==> src/rtl/prbs_window_mon.sv <==
// Lock monitor: counts errors over fixed windows of checked bits and flags loss of lock
// on the bit that brings the window's error count up to the threshold.
module prbs_window_mon #(
  parameter int WIN        = 64,
  parameter int ERR_THRESH = 8
) (
  input  logic emu_clk,
  input  logic emu_rst,
  input  logic bit_en,
  input  logic bit_err,
  output logic loss
);

  localparam int CNT_W  = (WIN > 1) ? $clog2(WIN) : 1;
  localparam int ERR_CW = $clog2(ERR_THRESH + 1);

  localparam logic [CNT_W-1:0]  WIN_LAST  = CNT_W'(WIN - 1);
  localparam logic [ERR_CW-1:0] THRESH_M1 = ERR_CW'(ERR_THRESH - 1);

  logic [CNT_W-1:0]  win_cnt;
  logic [ERR_CW-1:0] win_err;

  // Loss is decided combinationally so the checker can drop lock on this very bit.
  always_comb begin
    loss = bit_en && bit_err && (win_err == THRESH_M1);
  end

  // Window position and error tally; a loss starts a fresh window for the next lock attempt.
  always_ff @(posedge emu_clk) begin
    if (emu_rst) begin
      win_cnt <= '0;
      win_err <= '0;
    end else if (bit_en) begin
      if (loss || (win_cnt == WIN_LAST)) begin
        win_cnt <= '0;
        win_err <= '0;
      end else begin
        win_cnt <= win_cnt + CNT_W'(1);
        win_err <= win_err + ERR_CW'(bit_err);
      end
    end
  end

endmodule

==> config.mk <==
export PLATFORM = sky130hd
export DESIGN_NAME = prbs_window_mon
export DESIGN_NICKNAME = d
export VERILOG_FILES = /design/src/rtl/prbs_window_mon.sv
export SDC_FILE = /design/constraint.sdc
export NUM_CORES = 1
export LEC_CHECK = 0
export ABC_AREA = 1
export CAP_MARGIN = 10
export CELL_PAD_IN_SITES_DETAIL_PLACEMENT = 0
export CELL_PAD_IN_SITES_GLOBAL_PLACEMENT = 2
export CORE_ASPECT_RATIO = 1.1
export CORE_MARGIN = 2
export CORE_UTILIZATION = 27
export DETAILED_ROUTE_END_ITERATION = 10
export PLACE_DENSITY = 0.73
export SETUP_SLACK_MARGIN = 0.1
export SLEW_MARGIN = 15
export SYNTH_ARGS = -nofsm -noshare
export SYNTH_HDL_FRONTEND = slang
export SYNTH_SLANG_ARGS = --single-unit
==> constraint.sdc <==
create_clock -name emu_clk -period 1.1 [get_ports emu_clk]
set_input_delay 0.275 -clock emu_clk [delete_from_list [all_inputs] [get_ports emu_clk]]
set_output_delay 0.275 -clock emu_clk [all_outputs]
set_load 0.02 [all_outputs]
# Word level (Yosys, flattened, before mapping)
# Index checks and enable logic that the tools add are counted.
[classes] muxes=2 n_eq_ne=2 add_sub_neg=2 reduce_logical=3
[op_table] operator="$add 6x1->6 const B" n=1
[op_table] operator="$eq 6x6->1 const B" n=1
[op_table] operator="$mux 6" n=1
[op_table] operator="$add 4x1->4" n=1
[op_table] operator="$eq 4x3->1 const B" n=1
[op_table] operator="$mux 4" n=1
[op_table] operator="$logic_and 1x1->1" n=2
[op_table] operator="$logic_or 1x1->1" n=1
[totals] ff_bits=10

# Longest topological paths before layout
# Gate-level depths: netlist (run 1).
[depth] depth_word=4 ltp_mapped=7 ltp_nobuf=6

# Worst setup path after synthesis (run 1)
# OpenSTA, ideal clock, no wires.
[synth_timing] path_type="register to register" start="register win_cnt[0]" end="register win_cnt[2]" arrival_time_ns=1.024 path_slack_ns=-0.041 path_buffers=0 setup_ns=0.117 path_stages_with_launch=7 required_time_ns=0.983 cell_sequence="dfxtp_1 ha_1 nand2_1 nor2_1 nand3_1 nand3_4 nor2_1"
[synth_between] elab_chain_len=3 elab_cells_between_ends=4 cone_classes="add/sub: 1; eq/ne: 1; mux: 1; reduce/logical: 1"
[synth_lines] item="from (decl)" line_no="20" text="logic [CNT_W-1:0] win_cnt;"
[synth_lines] item="from (signal assigned)" line_no="38" text="win_cnt <= win_cnt + CNT_W'(1);"
[synth_lines] item="branches (longest 2 deep; another with $add 6x1->6)"
[synth_lines] item="$mux 6 (*)" line_no="34" text="if (loss || (win_cnt == WIN_LAST)) begin"
# Mark *: on every way between the ends.
# A chain may end at the register's enable or synchronous reset.

# Final worst setup path (run 1)
[layout_timing] start="register win_err[1]" end="output port loss"
[layout_between] elab_chain_len=2
[layout_lines] item="from (decl)" line_no="21" text="logic [ERR_CW-1:0] win_err;"
[layout_lines] item="from (signal assigned)" line_no="39" text="win_err <= win_err + ERR_CW'(bit_err);"
[layout_lines] item="$eq 4x3->1" line_no="25" text="loss = bit_en && bit_err && (win_err == THRESH_M1);"
[layout_lines] item="$logic_and 1x1->1" line_no="25"
[layout_lines] item="to (decl)" line_no="11" text="output logic loss"
# No other way between the ends.

==> flow_summary.html, run 1 <==
<table>
<tr><th>Metric</th><th>Value</th></tr>
<tr><th colspan="2">Floorplan</th></tr>
<tr><td>Height of the die</td><td>~51 um</td></tr>
<tr><td>Ports</td><td>5</td></tr>
<tr><td>Die outline area</td><td>~2400 um2</td></tr>
<tr><td>Std cell rows</td><td>16</td></tr>
<tr><td>Width of the die</td><td>~47 um</td></tr>
<tr><td>Core footprint</td><td>between 1500 and 2000 um2</td></tr>
<tr><td>Initial Utilization</td><td>0.296</td></tr>
<tr><th colspan="2">Critical path</th></tr>
<tr><td>Cell type with the highest occurrence count on the critical path</td><td>sky130_fd_sc_hd__nand2_2</td></tr>
<tr><td>Longest individual stage delay on the worst path</td><td>between 300 and 400 ps</td></tr>
<tr><td>Setup Crit Path Kind</td><td>flip-flop to output port</td></tr>
<tr><td>Crit path arrival time</td><td>approximately 970 ps</td></tr>
<tr><td>FF-to-FF Start</td><td>win_err[0]</td></tr>
<tr><td>Worst Setup Start Kind</td><td>flip-flop</td></tr>
<tr><td>Critical path cell sequence</td><td>nand2_2, nor2_2, nand2_2, inv_2, buf_6</td></tr>
<tr><td>Sort of element at the end of the critical path</td><td>output port</td></tr>
<tr><td>Largest fanout on the critical path</td><td>2</td></tr>
<tr><td>Reg-to-reg slack, setup</td><td>0 ps</td></tr>
<tr><td>Slowest cell on crit path</td><td>sky130_fd_sc_hd__dfxtp_2</td></tr>
<tr><td>Cell count of the worst reg-to-reg path</td><td>5</td></tr>
<tr><td>Destination of the worst register-to-register timing path</td><td>win_err[1]</td></tr>
<tr><td>Data required time at the worst endpoint</td><td>between 800 and 900 ps</td></tr>
<tr><th colspan="2">Placement</th></tr>
<tr><td>Placed cell count</td><td>around 120</td></tr>
<tr><td>Placed wire-length estimate after detailed placement</td><td>roughly 770 um</td></tr>
<tr><td>Final Wtd Congestion</td><td>0.683</td></tr>
<tr><td>Count of buffers from port buffering</td><td>4</td></tr>
<tr><td>Pre-CTS worst setup slack</td><td>-801 ps</td></tr>
<tr><td>Post-DP Area</td><td>approximately 720 um2</td></tr>
<tr><th colspan="2">Hold path</th></tr>
<tr><td>WHS Path Cells</td><td>3</td></tr>
<tr><td>Hold-critical path endpoint</td><td>win_cnt[3]</td></tr>
<tr><td>Hold path start</td><td>win_cnt[3]</td></tr>
<tr><td>Tightest Hold Check Type</td><td>flip-flop to flip-flop</td></tr>
<tr><th colspan="2">Pwr</th></tr>
<tr><td>Leakage power</td><td>about 0.0004 uW</td></tr>
<tr><td>Logic gate share of total power</td><td>0.162</td></tr>
<tr><td>Worst-case vdd ir drop</td><td>0.000711 V</td></tr>
<tr><td>Relative contribution of the clock network to total power</td><td>0.386</td></tr>
<tr><td>Sw Ratio</td><td>0.238</td></tr>
<tr><td>Cell Pwr Density</td><td>approximately 950 nW/um2</td></tr>
<tr><td>Design internal power</td><td>~650 uW</td></tr>
<tr><td>Net switching power</td><td>~200 uW</td></tr>
<tr><td>Share of power burned in registers</td><td>0.452</td></tr>
<tr><th colspan="2">Status</th></tr>
<tr><td>Failing checks</td><td>setup timing</td></tr>
<tr><td>Result of the run</td><td>finished with violations</td></tr>
<tr><th colspan="2">Timing</th></tr>
<tr><td>Unrepaired setup endpoints after global routing</td><td>true</td></tr>
<tr><td>Count of final max-slew check failures</td><td>0</td></tr>
<tr><td>Worst Tran Pin Value</td><td>205 ps</td></tr>
<tr><td>Total of endpoints with negative setup slack in the final report</td><td>1</td></tr>
<tr><td>Final Hold Fails</td><td>0</td></tr>
<tr><td>Max Clock Skew</td><td>roughly 3.7 ps</td></tr>
<tr><td>Rel. slew slack</td><td>0.863</td></tr>
<tr><td>PnR worst setup slack</td><td>-147 ps</td></tr>
<tr><td>Achievable frequency</td><td>between 800 and 900 MHz</td></tr>
<tr><td>Final worst-path cycle share</td><td>1.13</td></tr>
<tr><td>Min cycle time layout</td><td>1250 ps</td></tr>
<tr><th colspan="2">Routing</th></tr>
<tr><td>Number of design rule violations left after detail routing</td><td>0</td></tr>
<tr><td>Routed wirelength normalized by instance count</td><td>about 9.5 um</td></tr>
<tr><td>Drt first-iter violations</td><td>0</td></tr>
<tr><td>Routed vias/inst</td><td>4.10</td></tr>
<tr><td>Via total after detailed routing</td><td>512</td></tr>
<tr><td>Number of routed nets with antenna violations</td><td>0</td></tr>
<tr><td>Wirelength, routed</td><td>between 1 and 1.5 mm</td></tr>
<tr><td>TritonRoute pass-1 iters</td><td>1</td></tr>
<tr><th colspan="2">Yosys</th></tr>
<tr><td>Sequential share of the synthesized area</td><td>0.371</td></tr>
<tr><td>Warnings from Yosys</td><td>0</td></tr>
<tr><td>Synth top cells by count</td><td>16 x sky130_fd_sc_hd__nand2_1, 12 x sky130_fd_sc_hd__nor2_1, 10 x sky130_fd_sc_hd__dfxtp_1</td></tr>
<tr><td>Share of Yosys cell area claimed by the top area cell type</td><td>0.371</td></tr>
<tr><td>Average instance area after synthesis</td><td>7.60 um2</td></tr>
<tr><td>Most repeated cell in the gate-level netlist after synthesis</td><td>sky130_fd_sc_hd__nand2_1</td></tr>
<tr><td>Syn nets</td><td>~80</td></tr>
<tr><td>Cells taking the most area after synthesis</td><td>sky130_fd_sc_hd__dfxtp_1 37%, sky130_fd_sc_hd__nand2_1 11%, sky130_fd_sc_hd__nor2_1 8.4%, sky130_fd_sc_hd__ha_1 7.0%, sky130_fd_sc_hd__inv_1 6.3%</td></tr>
<tr><td>Leading area contributor after synthesis</td><td>sky130_fd_sc_hd__dfxtp_1</td></tr>
<tr><td>Total standard cell area after synthesis</td><td>539 um2</td></tr>
<tr><td>Main flop type after synthesis</td><td>sky130_fd_sc_hd__dfxtp_1</td></tr>
<tr><td>Asr flop ratio synth</td><td>0</td></tr>
<tr><td>Gate count after technology mapping</td><td>71</td></tr>
<tr><td>Cell variety after synth</td><td>18</td></tr>
<tr><td>Count of state elements after synthesis</td><td>10</td></tr>
<tr><td>Number of enable-type register cells in the synthesized netlist</td><td>0</td></tr>
<tr><th colspan="2">Clocking</th></tr>
<tr><td>Bufs on Longest Clock Path</td><td>2</td></tr>
<tr><td>Total CTS buffers</td><td>3</td></tr>
<tr><td>Worst skew pair latency</td><td>around 260 ps</td></tr>
<tr><td>Clock sink count</td><td>10</td></tr>
<tr><td>CTS clock-pin slew for the worst setup and hold paths</td><td>70 ps</td></tr>
<tr><td>CTS H-tree lvls</td><td>1</td></tr>
<tr><td>Cell chosen for the clock root</td><td>sky130_fd_sc_hd__clkbuf_4</td></tr>
<tr><td>TritonCTS clock tree</td><td>yes</td></tr>
<tr><th colspan="2">GRT</th></tr>
<tr><td>Number of antenna violations at the first check in global routing</td><td>0</td></tr>
<tr><td>Largest net degree at the start of global routing</td><td>8</td></tr>
<tr><td>Global-route usage over all layers</td><td>0.131</td></tr>
<tr><td>Number of global-route vias before repair</td><td>about 540</td></tr>
<tr><td>Wire length of the first global-routing pass</td><td>between 2 and 2.5 mm</td></tr>
<tr><td>Residual overflow from global routing</td><td>0</td></tr>
<tr><th colspan="2">Layout</th></tr>
<tr><td>Diode count</td><td>0</td></tr>
<tr><td>Final Cell Area</td><td>just over 900 um2</td></tr>
<tr><td>Final Instance Count excl. Fillers</td><td>125</td></tr>
<tr><td>Fin nets</td><td>~110</td></tr>
<tr><td>Area growth from synthesis to final layout</td><td>68.0%</td></tr>
<tr><td>Layout cell share with drive strength beyond 1</td><td>0.551</td></tr>
<tr><th colspan="2">Job</th></tr>
<tr><td>Number of max-cap violations</td><td>0</td></tr>
</table>
[cell type report]
type / instances / area [um2]
Sequential cell: 10 / 209
Inverter: 9 / 33.8
Clock buffer: 4 / 36.3
Fill cell: 183 / 916
Timing Repair Buffer: 23 / 189
Tap cell: 27 / 33.8
Multi-Input combinational cell: 52 / 404
[through the flow]
stage	hold slack, ps	util	power, uW	setup TNS, ps
6_report	547	0.497	857	-147
3_3_place_gp	532	0.398	500	-6570
3_5_place_dp	531	0.398	503	-6900
2_1_floorplan	495	-	453	0
5_1_grt	582	0.497	913	-506
4_1_cts	543	0.482	871	-165
[critical path: cells and delay by family, from the launching register on]
family / cells / cell delay [ps]
AND/OR/NAND/NOR: 3 / 230
buffers and inverters: 2 / 150
flip-flops: 1 / 330
[repair_timing]
item / in CTS / in global routing
setup endpoints to repair: 11 / 11
gates resized for setup: 30 / 4
buffers inserted: 4 / 2
gates cloned: 1 / 0
pin swaps: 14 / 3
hold endpoints to repair: 0 / 0
hold buffers: 0 / 0
[power groups by stage]
stage               Clock, uW  Sequential [uW]  Combinational [uW]
floorplan                   0              396                57.3
global placement            0              393                 107
detailed placement          0              393                 110
CTS                       350              387                 134
global route              366              389                 158
finish                    331              387                 139
[routing by layer]
metal  global-route usage  vias to the layer above  wire, um
met4               0.0278                        0         0
met2                0.250                        6       664
met3               0.0636                        0        46
met5                    0                        -         0
li1                     -                      278         -
met1                0.118                      228       480
[flip-flops by register name (all words and copies together), names as in the netlist]
| name | count |
|---|---|
| win_err | 4 |
| win_cnt | 6 |
[cell families (layout without fill, tap and decap cells)]
| group | count (synthesis) | after routing | share of synthesized area |
|---|---|---|---|
| AO/OA/AOI/OAI | 4 | 4 | 0.0418 |
| XOR/XNOR | 2 | 2 | 0.0325 |
| adder cells (fa/ha/maj) | 3 | 3 | 0.0696 |
| buffers and inverters | 10 | 36 | 0.0835 |
| flip-flops | 10 | 10 | 0.371 |
| multiplexers | 2 | 2 | 0.0371 |
| AND/OR/NAND/NOR | 40 | 41 | 0.364 |
[worst max-delay path by stage]
stage / from / endpoint / slack, ps / cells after the start
after floorplan: win_cnt[0] / win_cnt[1] / 20 / 6
after global placement: bit_err / loss / -790 / 6
after detailed placement: bit_err / loss / -800 / 6
after CTS: win_err[1] / loss / -160 / 5
after global routing: win_err[1] / loss / -200 / 5
final: win_err[1] / loss / -150 / 5
[placed cells by master (no fill, tap or decap)]
| master | n |
|---|---|
| sky130_fd_sc_hd__clkbuf_8 | 1 |
| sky130_fd_sc_hd__ha_4 | 3 |
| sky130_fd_sc_hd__dfxtp_4 | 1 |
| sky130_fd_sc_hd__clkdlybuf4s50_1 | 1 |
| sky130_fd_sc_hd__xnor2_1 | 1 |
| sky130_fd_sc_hd__buf_4 | 17 |
| sky130_fd_sc_hd__a21oi_1 | 1 |
| sky130_fd_sc_hd__o21ai_0 | 2 |
| sky130_fd_sc_hd__nand3_1 | 2 |
| sky130_fd_sc_hd__nand3_2 | 1 |
| sky130_fd_sc_hd__nand3_4 | 3 |
| sky130_fd_sc_hd__dlygate4sd2_1 | 2 |
| sky130_fd_sc_hd__nor2_4 | 3 |
| sky130_fd_sc_hd__clkbuf_4 | 3 |
| sky130_fd_sc_hd__dfxtp_2 | 4 |
| sky130_fd_sc_hd__nand2_4 | 2 |
| sky130_fd_sc_hd__nor2_2 | 7 |
| sky130_fd_sc_hd__mux2i_1 | 2 |
| sky130_fd_sc_hd__dfxtp_1 | 5 |
| sky130_fd_sc_hd__buf_6 | 3 |
| sky130_fd_sc_hd__nand2_2 | 4 |
| sky130_fd_sc_hd__inv_1 | 7 |
| sky130_fd_sc_hd__xor2_1 | 1 |
| sky130_fd_sc_hd__o21bai_1 | 1 |
| sky130_fd_sc_hd__nor2_1 | 6 |
| sky130_fd_sc_hd__nand2_1 | 13 |
| sky130_fd_sc_hd__inv_2 | 2 |
Note: power is estimated with default switching activity, not from simulation.
==> run 2: changes to the inputs <==
--- a/config.mk
+++ b/config.mk
@@ -11,9 +11,9 @@
 export CELL_PAD_IN_SITES_GLOBAL_PLACEMENT = 2
 export CORE_ASPECT_RATIO = 1.1
 export CORE_MARGIN = 2
-export CORE_UTILIZATION = 27
+export CORE_UTILIZATION = 32
 export DETAILED_ROUTE_END_ITERATION = 10
-export PLACE_DENSITY = 0.73
+export PLACE_DENSITY = 0.8
 export SETUP_SLACK_MARGIN = 0.1
 export SLEW_MARGIN = 15
 export SYNTH_ARGS = -nofsm -noshare
==> constraint.sdc (replaced) <==
create_clock -name emu_clk -period 1.5 [get_ports emu_clk]
set_input_delay 0.15 -clock emu_clk [delete_from_list [all_inputs] [get_ports emu_clk]]
set_output_delay 0.15 -clock emu_clk [all_outputs]
set_load 0.02 [all_outputs]
==> flow_summary.html, run 2 (synthesis gave the netlist of run 1 again) <==
<table>
<tr><th>Metric</th><th>Value</th></tr>
<tr><th colspan="2">Status</th></tr>
<tr><td>Result of the run</td><td>finished clean</td></tr>
<tr><th colspan="2">Clocking</th></tr>
<tr><td>Buffer count from post-CTS setup fixing</td><td>0</td></tr>
<tr><td>Cell chosen for the clock root</td><td>sky130_fd_sc_hd__clkbuf_4</td></tr>
<tr><td>Worst skew pair latency</td><td>between 200 and 300 ps</td></tr>
<tr><td>Count of hold-fix buffers inserted at cts</td><td>0</td></tr>
<tr><td>CTS clock-pin slew for the worst setup and hold paths</td><td>~60 ps</td></tr>
<tr><td>CTS H-tree lvls</td><td>1</td></tr>
<tr><td>TritonCTS clock tree</td><td>yes</td></tr>
<tr><td>Clock sink count</td><td>10</td></tr>
<tr><td>Total CTS buffers</td><td>3</td></tr>
<tr><td>Bufs on Longest Clock Path</td><td>2</td></tr>
<tr><th colspan="2">Critical path</th></tr>
<tr><td>Sort of element at the end of the critical path</td><td>flip-flop</td></tr>
<tr><td>Crit path arrival time</td><td>around 1400 ps</td></tr>
<tr><td>Data required time at the worst endpoint</td><td>between 1500 and 2000 ps</td></tr>
<tr><td>Largest fanout on the critical path</td><td>10</td></tr>
<tr><td>Setup Crit Path Kind</td><td>input port to flip-flop</td></tr>
<tr><td>Worst Setup Start Kind</td><td>input port</td></tr>
<tr><th colspan="2">GRT</th></tr>
<tr><td>Global-route usage over all layers</td><td>0.107</td></tr>
<tr><td>Largest net degree at the start of global routing</td><td>11</td></tr>
<tr><td>Wire length of the first global-routing pass</td><td>between 1.5 and 2 mm</td></tr>
<tr><td>Number of antenna violations at the first check in global routing</td><td>0</td></tr>
<tr><td>Residual overflow from global routing</td><td>0</td></tr>
<tr><td>Number of global-route vias before repair</td><td>394</td></tr>
<tr><th colspan="2">Floorplan</th></tr>
<tr><td>Width of the die</td><td>around 43 um</td></tr>
<tr><td>Ports</td><td>5</td></tr>
<tr><td>Core footprint</td><td>about 1600 um2</td></tr>
<tr><td>Height of the die</td><td>~47 um</td></tr>
<tr><td>Die outline area</td><td>between 2000 and 2500 um2</td></tr>
<tr><td>Std cell rows</td><td>15</td></tr>
<tr><td>Initial Utilization</td><td>0.342</td></tr>
<tr><th colspan="2">Pwr</th></tr>
<tr><td>Cell Pwr Density</td><td>approximately 900 nW/um2</td></tr>
<tr><td>Worst-case vdd ir drop</td><td>0.000481 V</td></tr>
<tr><td>Logic gate share of total power</td><td>0.108</td></tr>
<tr><td>Net switching power</td><td>between 100 and 150 uW</td></tr>
<tr><td>Relative contribution of the clock network to total power</td><td>0.414</td></tr>
<tr><td>Design internal power</td><td>between 400 and 500 uW</td></tr>
<tr><td>Share of power burned in registers</td><td>0.478</td></tr>
<tr><td>Sw Ratio</td><td>0.226</td></tr>
<tr><td>Overall power</td><td>around 590 uW</td></tr>
<tr><td>Leakage power</td><td>a little under 0.0003 uW</td></tr>
<tr><th colspan="2">Timing</th></tr>
<tr><td>PnR worst setup slack</td><td>230 ps</td></tr>
<tr><td>Unrepaired setup endpoints after global routing</td><td>false</td></tr>
<tr><td>Max Clock Skew</td><td>roughly 6.8 ps</td></tr>
<tr><td>Achievable frequency</td><td>788 MHz</td></tr>
<tr><td>Rel. slew slack</td><td>0.885</td></tr>
<tr><td>Worst Tran Pin Value</td><td>between 150 and 200 ps</td></tr>
<tr><td>Final Hold Fails</td><td>0</td></tr>
<tr><td>Count of final max-slew check failures</td><td>0</td></tr>
<tr><td>Final worst-path cycle share</td><td>0.847</td></tr>
<tr><td>Total of endpoints with negative setup slack in the final report</td><td>0</td></tr>
<tr><td>Setup TNS after final layout</td><td>0 ps</td></tr>
<tr><td>Min cycle time layout</td><td>1270 ps</td></tr>
<tr><th colspan="2">Layout</th></tr>
<tr><td>Area growth from synthesis to final layout</td><td>20.6%</td></tr>
<tr><td>Max reg flops</td><td>6</td></tr>
<tr><td>Commonest cells after routing, fill and taps aside</td><td>16 x sky130_fd_sc_hd__nand2_1, 12 x sky130_fd_sc_hd__nor2_1, 10 x sky130_fd_sc_hd__dfxtp_1</td></tr>
<tr><td>Post-layout util</td><td>0.413</td></tr>
<tr><td>Most common cell after layout, fill and taps aside</td><td>sky130_fd_sc_hd__nand2_1</td></tr>
<tr><td>Filler Cell Count</td><td>182</td></tr>
<tr><td>Largest register by flop count</td><td>win_cnt</td></tr>
<tr><td>Top flop regs</td><td>win_cnt (6), win_err (4)</td></tr>
<tr><td>Final Instance Count excl. Fillers</td><td>99</td></tr>
<tr><td>Fin nets</td><td>90</td></tr>
<tr><td>Diode count</td><td>0</td></tr>
<tr><td>Layout cell share with drive strength beyond 1</td><td>0.207</td></tr>
<tr><th colspan="2">Routing</th></tr>
<tr><td>TritonRoute pass-1 iters</td><td>4</td></tr>
<tr><td>Routed wirelength normalized by instance count</td><td>8.84 um</td></tr>
<tr><td>Number of routed nets with antenna violations</td><td>0</td></tr>
<tr><td>Drt first-iter violations</td><td>7</td></tr>
<tr><td>Via total after detailed routing</td><td>432</td></tr>
<tr><td>Routed vias/inst</td><td>between 4 and 5</td></tr>
<tr><td>Number of design rule violations left after detail routing</td><td>0</td></tr>
<tr><td>Wirelength, routed</td><td>~880 um</td></tr>
<tr><th colspan="2">Placement</th></tr>
<tr><td>Final Wtd Congestion</td><td>0.615</td></tr>
<tr><td>Placed cell count</td><td>95</td></tr>
<tr><td>Count of buffers from port buffering</td><td>4</td></tr>
<tr><td>Pre-CTS worst setup slack</td><td>-146 ps</td></tr>
<tr><td>Placed wire-length estimate after detailed placement</td><td>673 um</td></tr>
<tr><th colspan="2">Job</th></tr>
<tr><td>Number of max-cap violations</td><td>0</td></tr>
<tr><th colspan="2">Hold path</th></tr>
<tr><td>Tightest Hold Check Type</td><td>flip-flop to flip-flop</td></tr>
</table>
-- run 2: through the flow --
step           hold WS [ps]  cell area, um2
2_1_floorplan           392             539
3_3_place_gp            519             619
3_5_place_dp            527             619
4_1_cts                 541             656
5_1_grt                 570             651
6_report                533             651
-- run 2: worst max-delay path: stages --
cell and delay, ps:
sky130_fd_sc_hd__clkdlybuf4s50_1 500, sky130_fd_sc_hd__buf_4 200, sky130_fd_sc_hd__inv_1 70, sky130_fd_sc_hd__nor2_1 140, sky130_fd_sc_hd__nand3_1 130, sky130_fd_sc_hd__nand3_4 160
sky130_fd_sc_hd__nor2_1 60
-- run 2: path summary, 6_finish.rpt --
kind	from	end	slack, ps	depth (start not counted)
max	bit_en	win_cnt[2]	230	7
min	win_err[2]	win_err[2]	530	2
max reg2reg	win_cnt[1]	win_cnt[2]	310	6
min reg2reg	win_err[2]	win_err[2]	530	2
-- run 2: routing by layer --
layer  vias up  wire length, um  GRT usage
li1        242                -          -
met1       186              407      0.100
met2         2              432      0.191
met3         2               23     0.0462
met4         0               12     0.0727
met5         -                0          0
-- run 2: repair_timing --
action / in CTS / in global routing
gates resized for setup: 2 / 1
pin swaps: 0 / 0
endpoints found under the setup margin: 1 / 1
-- run 2: cell type report --
cell class,instances,area (um2),share of cell area
Clock buffer,4,36.3,0.0558
Tap cell,17,21.3,0.0327
Multi-Input combinational cell,51,294,0.452
Timing Repair Buffer,8,65.1,0.100
Sequential cell,10,200,0.308
Inverter,9,33.8,0.0519
-- run 2: power by group through the flow --
| stage | Sequential, uW | Combinational [uW] | Clock (uW) |
|---|---|---|---|
| after floorplan | 287 | 41.2 | 0 |
| after global placement | 286 | 63.6 | 0 |
| after detailed placement | 286 | 64.8 | 0 |
| after CTS | 280 | 64.9 | 255 |
| after global routing | 281 | 73.4 | 264 |
| final | 280 | 63.3 | 242 |
